**src/rtl/ad3542_frame_gen.sv**
```systemverilog
// Frame generator for N_DEV dual-channel AD3542 DACs: one packed frame of 2*N_DEV lanes per
// programmable period, sourced from a constant, ramp, square, triangle or an external stream.
module ad3542_frame_gen #(
    parameter int N_DEV  = 8,
    parameter int DATA_W = 16,
    parameter int DIV_W  = 16,
    localparam int NCH     = 2 * N_DEV,
    localparam int FRAME_W = NCH * DATA_W
) (
    input  logic               clk,
    input  logic               reset,
    input  logic [2:0]         mode,
    input  logic [DATA_W-1:0]  const_val,
    input  logic [DATA_W-1:0]  step,
    input  logic [DIV_W-1:0]   rate_div,
    input  logic [FRAME_W-1:0] ext_data,
    input  logic               ext_valid,
    output logic               ext_ready,
    output logic [FRAME_W-1:0] dac_out,
    output logic               frame_tick,
    output logic [15:0]        underrun_cnt
);

    typedef enum logic [2:0] {
        M_OFF    = 3'd0,
        M_CONST  = 3'd1,
        M_RAMP   = 3'd2,
        M_SQUARE = 3'd3,
        M_TRI    = 3'd4,
        M_STREAM = 3'd5
    } mode_e;

    localparam logic [DATA_W-1:0] DMAX = '1;

    function automatic logic [FRAME_W-1:0] fill(input logic [DATA_W-1:0] v);
        fill = {NCH{v}};
    endfunction

    function automatic logic [15:0] sat_inc(input logic [15:0] v);
        sat_inc = (v == 16'hFFFF) ? v : v + 16'd1;
    endfunction

    // Returns {dir_down, acc}; clamps at the rails and reverses direction there.
    function automatic logic [DATA_W:0] tri_next(input logic [DATA_W-1:0] acc,
                                                 input logic              down,
                                                 input logic [DATA_W-1:0] stp);
        if (!down) begin
            if (acc > DMAX - stp) tri_next = {1'b1, DMAX};
            else                  tri_next = {1'b0, acc + stp};
        end else begin
            if (acc < stp)        tri_next = {1'b0, {DATA_W{1'b0}}};
            else                  tri_next = {1'b1, acc - stp};
        end
    endfunction

    logic [DIV_W-1:0]   cnt_q, cnt_d;
    mode_e              active_q, active_d;
    logic [DATA_W-1:0]  acc_q, acc_d;
    logic               down_q, down_d;
    logic               phase_q, phase_d;
    logic [FRAME_W-1:0] dac_q, dac_d;
    logic               tick_q, tick_d;
    logic [15:0]        und_q, und_d;
    logic [FRAME_W-1:0] buf_q, buf_d;
    logic               full_q, full_d;

    logic               tick;
    logic               consume;
    logic               ready;
    mode_e              mode_n;
    logic [DATA_W-1:0]  ramp_nx;
    logic [DATA_W:0]    tri_r;

    assign ready        = !reset && (mode == M_STREAM) && !full_q;
    assign ext_ready    = ready;
    assign dac_out      = dac_q;
    assign frame_tick   = tick_q;
    assign underrun_cnt = und_q;

    always_comb begin
        mode_n   = (mode > M_STREAM) ? M_OFF : mode_e'(mode);
        tick     = (cnt_q == rate_div);
        cnt_d    = tick ? '0 : cnt_q + DIV_W'(1);
        ramp_nx  = acc_q + step;
        tri_r    = tri_next(acc_q, down_q, step);

        active_d = active_q;
        acc_d    = acc_q;
        down_d   = down_q;
        phase_d  = phase_q;
        dac_d    = dac_q;
        tick_d   = 1'b0;
        und_d    = und_q;
        buf_d    = buf_q;
        full_d   = full_q;
        consume  = 1'b0;

        if (tick) begin
            tick_d = 1'b1;
            if (mode_n != active_q) begin
                // Mode entry: restart generator state and emit the entry value.
                active_d = mode_n;
                acc_d    = '0;
                down_d   = 1'b0;
                phase_d  = 1'b1;
                case (mode_n)
                    M_CONST, M_SQUARE: dac_d = fill(const_val);
                    M_STREAM: begin
                        if (full_q) begin
                            dac_d   = buf_q;
                            consume = 1'b1;
                        end else begin
                            dac_d = '0;
                            und_d = sat_inc(und_q);
                        end
                    end
                    default: dac_d = '0;
                endcase
            end else begin
                case (active_q)
                    M_CONST: dac_d = fill(const_val);
                    M_RAMP: begin
                        acc_d = ramp_nx;
                        dac_d = fill(ramp_nx);
                    end
                    M_SQUARE: begin
                        phase_d = !phase_q;
                        dac_d   = phase_q ? '0 : fill(const_val);
                    end
                    M_TRI: begin
                        down_d = tri_r[DATA_W];
                        acc_d  = tri_r[DATA_W-1:0];
                        dac_d  = fill(tri_r[DATA_W-1:0]);
                    end
                    M_STREAM: begin
                        if (full_q) begin
                            dac_d   = buf_q;
                            consume = 1'b1;
                        end else begin
                            und_d = sat_inc(und_q);
                        end
                    end
                    default: dac_d = '0;
                endcase
            end
        end

        // A load can never coincide with a consume: loading needs the buffer empty.
        if (mode != M_STREAM) begin
            full_d = 1'b0;
        end else if (consume) begin
            full_d = 1'b0;
        end else if (ext_valid && ready) begin
            buf_d  = ext_data;
            full_d = 1'b1;
        end
    end

    always_ff @(posedge clk) begin
        if (reset) begin
            cnt_q    <= '0;
            active_q <= M_OFF;
            acc_q    <= '0;
            down_q   <= 1'b0;
            phase_q  <= 1'b0;
            dac_q    <= '0;
            tick_q   <= 1'b0;
            und_q    <= '0;
            full_q   <= 1'b0;
        end else begin
            cnt_q    <= cnt_d;
            active_q <= active_d;
            acc_q    <= acc_d;
            down_q   <= down_d;
            phase_q  <= phase_d;
            dac_q    <= dac_d;
            tick_q   <= tick_d;
            und_q    <= und_d;
            full_q   <= full_d;
        end
    end

    // Buffer contents are qualified by full_q, so they need no reset.
    always_ff @(posedge clk) begin
        buf_q <= buf_d;
    end

endmodule

```
**config.mk**
```make
export PLATFORM = sky130hd
export DESIGN_NAME = ad3542_frame_gen
export DESIGN_NICKNAME = d
export VERILOG_FILES = /design/src/rtl/ad3542_frame_gen.sv
export SDC_FILE = /design/constraint.sdc
export NUM_CORES = 1
export LEC_CHECK = 0
export ABC_AREA = 1
export CELL_PAD_IN_SITES_DETAIL_PLACEMENT = 1
export CELL_PAD_IN_SITES_GLOBAL_PLACEMENT = 2
export CORE_MARGIN = 5
export CORE_UTILIZATION = 26
export DETAILED_ROUTE_END_ITERATION = 16
export PLACE_DENSITY = 0.86
export SLEW_MARGIN = 10
export SYNTH_ARGS = -nofsm -noshare
export SYNTH_HDL_FRONTEND = slang
export SYNTH_SLANG_ARGS = --single-unit
```
**constraint.sdc**
```tcl
create_clock -name clk -period 8.51 [get_ports clk]
set_clock_uncertainty 0.05 [all_clocks]
set_input_delay 1.702 -clock clk [delete_from_list [all_inputs] [get_ports clk]]
set_output_delay 1.702 -clock clk [all_outputs]
set_load 0.005 [all_outputs]
```
==> run summary, run 1 <==
## Status
- run status: finished, violations left
- violations in the final reports: slew limit

## Final layout
- Finished Layout Cells: 6513
- growth of design area from synthesis to finish: 31.7%
- Net count, final: 5174
- share of layout cells above drive strength 1: 4.68%

## Setup path
- CP Cell Sequence: clkdlybuf4s50_1 > inv_1 > nor2_1 > inv_1 > nor2_4 > inv_6 > nor3_1 > clkdlybuf4s50_1
- count of buffering cells on the critical path with inverters included: 5
- worst setup slack for register-to-register paths: 3780 ps
- class of the most critical setup path: primary input to output port
- R2R Path Start: active_q[1]$_SDFFE_PP0P_
- kind of cell adding the most delay to the critical path: buffers and inverters
- critical-path cell with the highest stage delay: sky130_fd_sc_hd__clkdlybuf4s50_1
- reg-to-reg endpoint: dac_out[228]$_SDFFE_PP0P_
- Worst Setup SP: mode[2]
- Worst path max stage delay: 540 ps
- CP Data Required Time: 6760 ps
- type of element capturing the critical path: output port
- critical path launch point type: primary input
- Crit Path Max Fanout: 39
- Worst Path Arrival: 3760 ps
- logic depth of the worst register-to-register path: 10

## Clock tree
- # hold bufs at CTS: 0
- clock latency on the worst-skew pair: 680 ps
- TritonCTS clock tree: built
- count of cells resized by post-cts repair: 0
- clock root cell: sky130_fd_sc_hd__clkbuf_16
- number of levels in the clock H-tree: 3
- buffer count from post-CTS setup fixing: 0
- TritonCTS Buffers: 78
- number of buffers between clock root and the deepest sink: 3
- post-CTS clock slew at the launch and capture registers of the worst setup and hold paths: 60 ps
- clk sink count: 567

## STA
- Total Negative Setup Slacks: 0 ps
- Setup Viol. Count Final: 0
- number of pins exceeding their max-slew limit in the final report: 49
- Rel. slew slack: -7.12%
- RSZ-0062 raised after global routing: no
- highest clock rate: 181 MHz
- number of hold-slack violations in the final timing report: 0
- final period utilization: 64.8%
- actual slew at the worst max-slew pin: 1610 ps
- shortest period the worst path allows: 5510 ps

## Global routing
- wire length of the first global-routing pass: 236000 um
- combined global-route utilization of all metal layers: 25.5%
- pin count of the biggest net entering global routing: 176
- number of antenna violations at the first check in global routing: 30
- gr ovfl total: 0
- number of global-route vias before repair: 32900

## Drt
- total length of routed wires: 170000 um
- total via count after detailed routing: 33000
- final routed wire length divided by cell count: 26.0 um
- number of iterations in the first detailed-routing pass: 5
- remaining routing DRC violations: 0
- initial detailed-routing violation count: 2570
- number of nets with antenna violations after routing: 0
- post-detailed-route via-to-cell ratio: 5.07

## Yosys
- summed instance area of the synthesized netlist: 31200 um2
- Seq/Total Area, Yosys: 44.7%
- synthesized instance count: 4432
- predominant post-synthesis flop cell: sky130_fd_sc_hd__dfxtp_1
- Yosys top cell by area: sky130_fd_sc_hd__edfxtp_1
- Cell variety after synth: 44
- portion of synthesized cell area occupied by the leading cell type: 24.7%
- Post-synth EDFFs: 256
- cell types with the largest area share after synthesis: sky130_fd_sc_hd__edfxtp_1, sky130_fd_sc_hd__dfxtp_1, sky130_fd_sc_hd__nand2_1
- synthesis warning total: 0
- average size of a mapped cell: 7.03 um2
- synthesized flop and latch total: 567
- share of async-settable or async-resettable flops after synthesis: 0%
- syn nets: 4779

## Place
- half-perimeter wire length after detailed placement: 105000 um
- # port buffers: 583
- placer congestion estimate: 0.906
- Cell Count Post-Placement: 6359

## Floorplan
- Core Footprint: 119000 um2
- Die Ht: 356 um
- I/O pin count: 584
- number of rows in the core area: 127
- die footprint: 127000 um2
- width of the die: 356 um
- starting utilization of the core area: 26.1%

## Worst hold path
- Hold Path Origin: phase_q$_SDFFE_PP0P_
- Hold Path Stages: 2
- class of the tightest hold or removal check: register to register
- worst-case hold path end point: phase_q$_SDFFE_PP0P_

## Flow run
- # Max-Cap Violations: 0

## Power and ir drop
- leakage power summed over all cells: 18.5 nW
- Power Density: 163 nW/um2
- Worst IR Drop VDD: 0.133 mV

cell families after synthesis:
logic type	share of synthesized area, %
simple gates	25.5
flops	44.7
compound gates	16.5
xor+xnor	1.24
buf+inv	10.6
fa+ha+maj	1.53
cell type report:
type	count	area [um2]
fillers	14600	78500
multi-input cells	3015	14100
flip-flops and latches	567	13900
repair buffers	620	6240
clock buffers	110	2180
inverters	545	2070
well taps	1612	2020
clock inverters	34	435
diodes	10	25.0
synth_stat cells (all sizes together) (2+ instances only):
library cell and number:
nand3b 5, or2 6, inv 543, nor2 231
nand2 1466, o21ai 102, edfxtp 256, nor3b 5
o31ai 130, dfxtp 311, buf 100, xor2 26
ha 35, nand3 237, a21oi 701, nand4 13
clkbuf 205, xnor2 18, and2 3, fa 2
nor3 19, o211ai 2, o21bai 4, clkinv 2
layout by cell type, fill, tap and decap left out, types with 3 or more instances in the layout:
| cell type | instances |
|---|---|
| sky130_fd_sc_hd__nand2_1 | 1434 |
| sky130_fd_sc_hd__a21oi_1 | 701 |
| sky130_fd_sc_hd__clkdlybuf4s50_1 | 583 |
| sky130_fd_sc_hd__inv_1 | 538 |
| sky130_fd_sc_hd__dfxtp_1 | 310 |
| sky130_fd_sc_hd__edfxtp_1 | 256 |
| sky130_fd_sc_hd__nor2_1 | 227 |
| sky130_fd_sc_hd__nand3_1 | 224 |
| sky130_fd_sc_hd__o31ai_1 | 129 |
| sky130_fd_sc_hd__o21ai_0 | 92 |
| sky130_fd_sc_hd__clkbuf_16 | 79 |
| sky130_fd_sc_hd__ha_1 | 35 |
| sky130_fd_sc_hd__nand2_2 | 31 |
| sky130_fd_sc_hd__buf_4 | 27 |
| sky130_fd_sc_hd__xor2_1 | 26 |
| sky130_fd_sc_hd__clkbuf_1 | 22 |
| sky130_fd_sc_hd__nor3_1 | 19 |
| sky130_fd_sc_hd__xnor2_1 | 18 |
| sky130_fd_sc_hd__nand4_1 | 13 |
| sky130_fd_sc_hd__nand3_2 | 13 |
| sky130_fd_sc_hd__clkinv_2 | 11 |
| sky130_fd_sc_hd__diode_2 | 10 |
| sky130_fd_sc_hd__buf_12 | 10 |
| sky130_fd_sc_hd__clkbuf_8 | 9 |
| sky130_fd_sc_hd__o21ai_4 | 8 |
| sky130_fd_sc_hd__clkinv_1 | 7 |
| sky130_fd_sc_hd__or2_2 | 6 |
| sky130_fd_sc_hd__bufinv_16 | 6 |
| sky130_fd_sc_hd__clkinvlp_4 | 5 |
| sky130_fd_sc_hd__nand3b_1 | 5 |
| sky130_fd_sc_hd__nor3b_1 | 5 |
| sky130_fd_sc_hd__o21bai_1 | 4 |
| sky130_fd_sc_hd__inv_6 | 3 |
| sky130_fd_sc_hd__and2_1 | 3 |
| sky130_fd_sc_hd__clkinv_16 | 3 |
| sky130_fd_sc_hd__clkinv_8 | 3 |
stage by stage:
step	setup WS, ps	area (um2)	power [W]	hold slack (ps)	util, %
global route	2800	41000	0.00690	462	34.3
global placement	3010	38400	0.00336	411	32.1
detailed placement	2880	38400	0.00336	435	32.1
floorplan	1450	31200	0.00308	401	-
CTS	2990	41000	0.00677	444	34.3
finish	3000	41000	0.00671	445	34.3
report_power, final:
part	total, W	internal (W)	switching [W]
combinational	0.000437	0.000172	0.000265
clock	0.00340	0.00199	0.00141
sequential	0.00287	0.00286	0.00000949
total	0.00671	0.00502	0.00169
tightest hold or removal path, cell delays in order, from the launching register on:
cell and delay, ps:
sky130_fd_sc_hd__dfxtp_1 310, sky130_fd_sc_hd__o21ai_0 80, sky130_fd_sc_hd__a21oi_1 60
worst max-delay path by stage:
stage                                     to  cells after the start  slack (ps)
finish                             ext_ready                      8        3000
global placement    dac_out[70]$_SDFFE_PP0P_                     16        3010
global route                       ext_ready                      8        2800
detailed placement  dac_out[22]$_SDFFE_PP0P_                     16        2880
CTS                                ext_ready                      8        2990
floorplan                 buf_q[0]$_DFFE_PP_                     10        1450
layer usage:
| layer | up-vias | track usage, % | wire length (um) |
|---|---|---|---|
| li1 | 15100 | - | - |
| met4 | 16 | 11.5 | 8090 |
| met5 | - | 0 | 99 |
| met2 | 1317 | 41.3 | 77600 |
| met3 | 321 | 5.87 | 13300 |
| met1 | 16300 | 32.5 | 70500 |
state kept, by name, summed over array words and instances, names as in the netlist:
name,cells
acc_q,16
phase_q,1
frame_tick,1
down_q,1
underrun_cnt,16
cnt_q,16
dac_out,256
active_q,3
full_q,1
buf_q,256
Power figures use the tool's default switching activity.
==> run 2: changes to the inputs <==
==> constraint.sdc (replaced) <==
create_clock -name clk -period 4.4 [get_ports clk]
set_clock_uncertainty 0.05 [all_clocks]
set_input_delay 0.88 -clock clk [delete_from_list [all_inputs] [get_ports clk]]
set_output_delay 0.88 -clock clk [all_outputs]
set_load 0.005 [all_outputs]
==> run 2 against run 1 <==
Net effect:
- the flow now finishes without violations
- non-clock buffer count is 61 higher
- largest power group unchanged
- sequential cell count stayed put
- total power is 96% higher
- sequential power is 93% higher
- routed wire length is 0.29% lower
- final cell count is 0.83% higher
- sequential share of layout area is 0.63 points lower
- clock power is 98% higher
==> run summary, run 2 (synthesis gave the netlist of run 1 again) <==
## Status
- run status: completed

## Power and ir drop
- Final Power: 0.0131 W, +96%
- Power Density: 314 nW/um2, +92%
- switching portion of total power: 24.6%, -0.56 points
- leakage power summed over all cells: 18.9 nW, +2.2%
- Int Pwr: 0.00990 W, +97%
- relative contribution of sequential cells to total power: 42.3%, -0.5 points
- Comb power frac: 6.6%, about the same
- part of the total power dissipated in the clock network: 51.1%, +0.4 points
- Psw: 0.00323 W, +91%
- Worst IR Drop VDD: 0.502 mV, +280%

## Floorplan
- number of rows in the core area: 127, unchanged
- starting utilization of the core area: 26.1%, unchanged
- width of the die: 356 um, unchanged
- I/O pin count: 584, unchanged
- die footprint: 127000 um2, unchanged
- Core Footprint: 119000 um2, unchanged
- Die Ht: 356 um, unchanged

## Place
- half-perimeter wire length after detailed placement: 112000 um, +6.8%
- placement-stage cell area: 39200 um2, +2.0%
- placer congestion estimate: 0.873, -3.6%
- # port buffers: 583, unchanged

## Global routing
- wire length of the first global-routing pass: 238000 um, +0.70%
- number of antenna violations at the first check in global routing: 16, -47%
- pin count of the biggest net entering global routing: 158, -10%
- gr ovfl total: 0, unchanged
- number of global-route vias before repair: 33100, +0.83%
- combined global-route utilization of all metal layers: 25.7%, +0.15 points

## Clock tree
- TritonCTS Buffers: 74, -5.1%
- # hold bufs at CTS: 0, unchanged
- clk sink count: 567, unchanged
- count of cells resized by post-cts repair: 0, unchanged
- clock root cell: sky130_fd_sc_hd__clkbuf_16
- number of levels in the clock H-tree: 3, unchanged
- buffer count from post-CTS setup fixing: 0, unchanged
- clock latency on the worst-skew pair: 700 ps, +20 ps
- TritonCTS clock tree: built
- number of buffers between clock root and the deepest sink: 3, unchanged
- post-CTS clock slew at the launch and capture registers of the worst setup and hold paths: 50 ps, about the same

## Setup path
- class of the most critical setup path: primary input to output port
- worst setup slack for register-to-register paths: 1120 ps, -2660 ps
- reg-to-reg endpoint: dac_out[22]$_SDFFE_PP0P_
- CP Data Required Time: 3470 ps, -3290 ps
- R2R Path Start: acc_q[0]$_SDFFE_PP0P_
- type of element capturing the critical path: output port
- logic depth of the worst register-to-register path: 17, +7
- Crit Path Max Fanout: 4, -90%
- Worst Path Arrival: 2710 ps, -1050 ps
- critical path launch point type: primary input

## Final layout
- filler cell count in the final layout: 14600, -0.36%
- share of layout cells above drive strength 1: 6.01%, +1.3 points
- post-route standard cell area excluding fillers: 41800 um2, +1.9%
- Net count, final: 5231, +1.1%
- leading cell type in the layout, fill and taps excluded: sky130_fd_sc_hd__nand2_1
- top library cells by usage in the layout, fill and taps aside: sky130_fd_sc_hd__nand2_1, sky130_fd_sc_hd__a21oi_1, sky130_fd_sc_hd__clkdlybuf4s50_1
- growth of design area from synthesis to finish: 34.2%

## Drt
- remaining routing DRC violations: 0, unchanged
- number of nets with antenna violations after routing: 0, unchanged
- initial detailed-routing violation count: 2389, -7.0%
- number of iterations in the first detailed-routing pass: 6, +1
- total length of routed wires: 169000 um, -0.29%
- final routed wire length divided by cell count: 25.7 um, -1.1%
- total via count after detailed routing: 33100, +0.18%
- post-detailed-route via-to-cell ratio: 5.03, -0.64%

## STA
- number of pins exceeding their max-slew limit in the final report: 0, -100%
- Rel. slew slack: 21.2%, +28 points
- number of hold-slack violations in the final timing report: 0, unchanged
- Setup Viol. Count Final: 0, unchanged
- RSZ-0062 raised after global routing: no
- final period utilization: 82.7%
- final-layout worst hold slack: 452 ps, +6.44 ps
- shortest period the worst path allows: 3640 ps
- highest clock rate: 275 MHz
- actual slew at the worst max-slew pin: 1180 ps, -425 ps

## Worst hold path
- class of the tightest hold or removal check: register to register
- worst-case hold path end point: cnt_q[0]$_SDFF_PP0_
- Hold Path Origin: cnt_q[0]$_SDFF_PP0_
- Hold Path Stages: 1, -1

## Flow run
- # Max-Cap Violations: 0, unchanged

## run 2: worst max-delay path, stage by stage
cell	delay [ps]
sky130_fd_sc_hd__clkdlybuf4s50_1	570
sky130_fd_sc_hd__inv_4	50
sky130_fd_sc_hd__nor2_4	160
sky130_fd_sc_hd__inv_2	60
sky130_fd_sc_hd__nor2_4	180
sky130_fd_sc_hd__inv_6	40
sky130_fd_sc_hd__nor3_4	210
sky130_fd_sc_hd__clkdlybuf4s50_1	540
## run 2: metal layers
| metal | up-vias | global-route usage [%] | routed length [um] |
|---|---|---|---|
| li1 | 15200 | - | - |
| met1 | 16300 | 32.6 | 70300 |
| met2 | 1329 | 42.3 | 78600 |
| met3 | 285 | 6.07 | 12900 |
| met4 | 2 | 10.1 | 7190 |
| met5 | - | 0 | 13 |
## run 2: layout make-up
cell class / count / area (um2) / share of cell area, %
multi-input combinational: 3015 / 14200 / 33.9
sequential: 567 / 13900 / 33.3
timing repair buffer: 681 / 6980 / 16.7
clock buffer: 104 / 2160 / 5.16
inverter: 545 / 2080 / 4.97
tap: 1612 / 2020 / 4.82
clock inverter: 33 / 469 / 1.12
antenna: 10 / 25.0 / 0.0598
## run 2: worst max-delay path by stage
stage / start / end / slack, ps / cells after the start
floorplan: mode[2] / buf_q[0]$_DFFE_PP_ / -1410 / 10
global placement: step[15] / dac_out[134]$_SDFFE_PP0P_ / 80 / 15
detailed placement: step[0] / dac_out[22]$_SDFFE_PP0P_ / 80 / 17
CTS: mode[2] / ext_ready / 710 / 8
global route: step[14] / dac_out[246]$_SDFFE_PP0P_ / 630 / 15
finish: mode[2] / ext_ready / 760 / 8
## run 2: power groups by stage
stage               Combinational, W  Clock (W)  Sequential [W]
floorplan                   0.000307          0         0.00566
global placement            0.000857          0         0.00566
detailed placement          0.000857          0         0.00566
CTS                         0.000862    0.00684         0.00555
global route                0.000904    0.00704         0.00555
finish                      0.000865    0.00672         0.00555
## run 2: per-stage QoR
step	instances	setup WS [ps]	setup TNS, ps	util, %
after global routing	6560	634	0	35.0
after floorplan	4432	-1410	-361420	-
final	6567	760	0	35.0
after global placement	6420	81.3	0	32.8
after detailed placement	6420	80.7	0	32.8
after CTS	6557	712	0	35.0
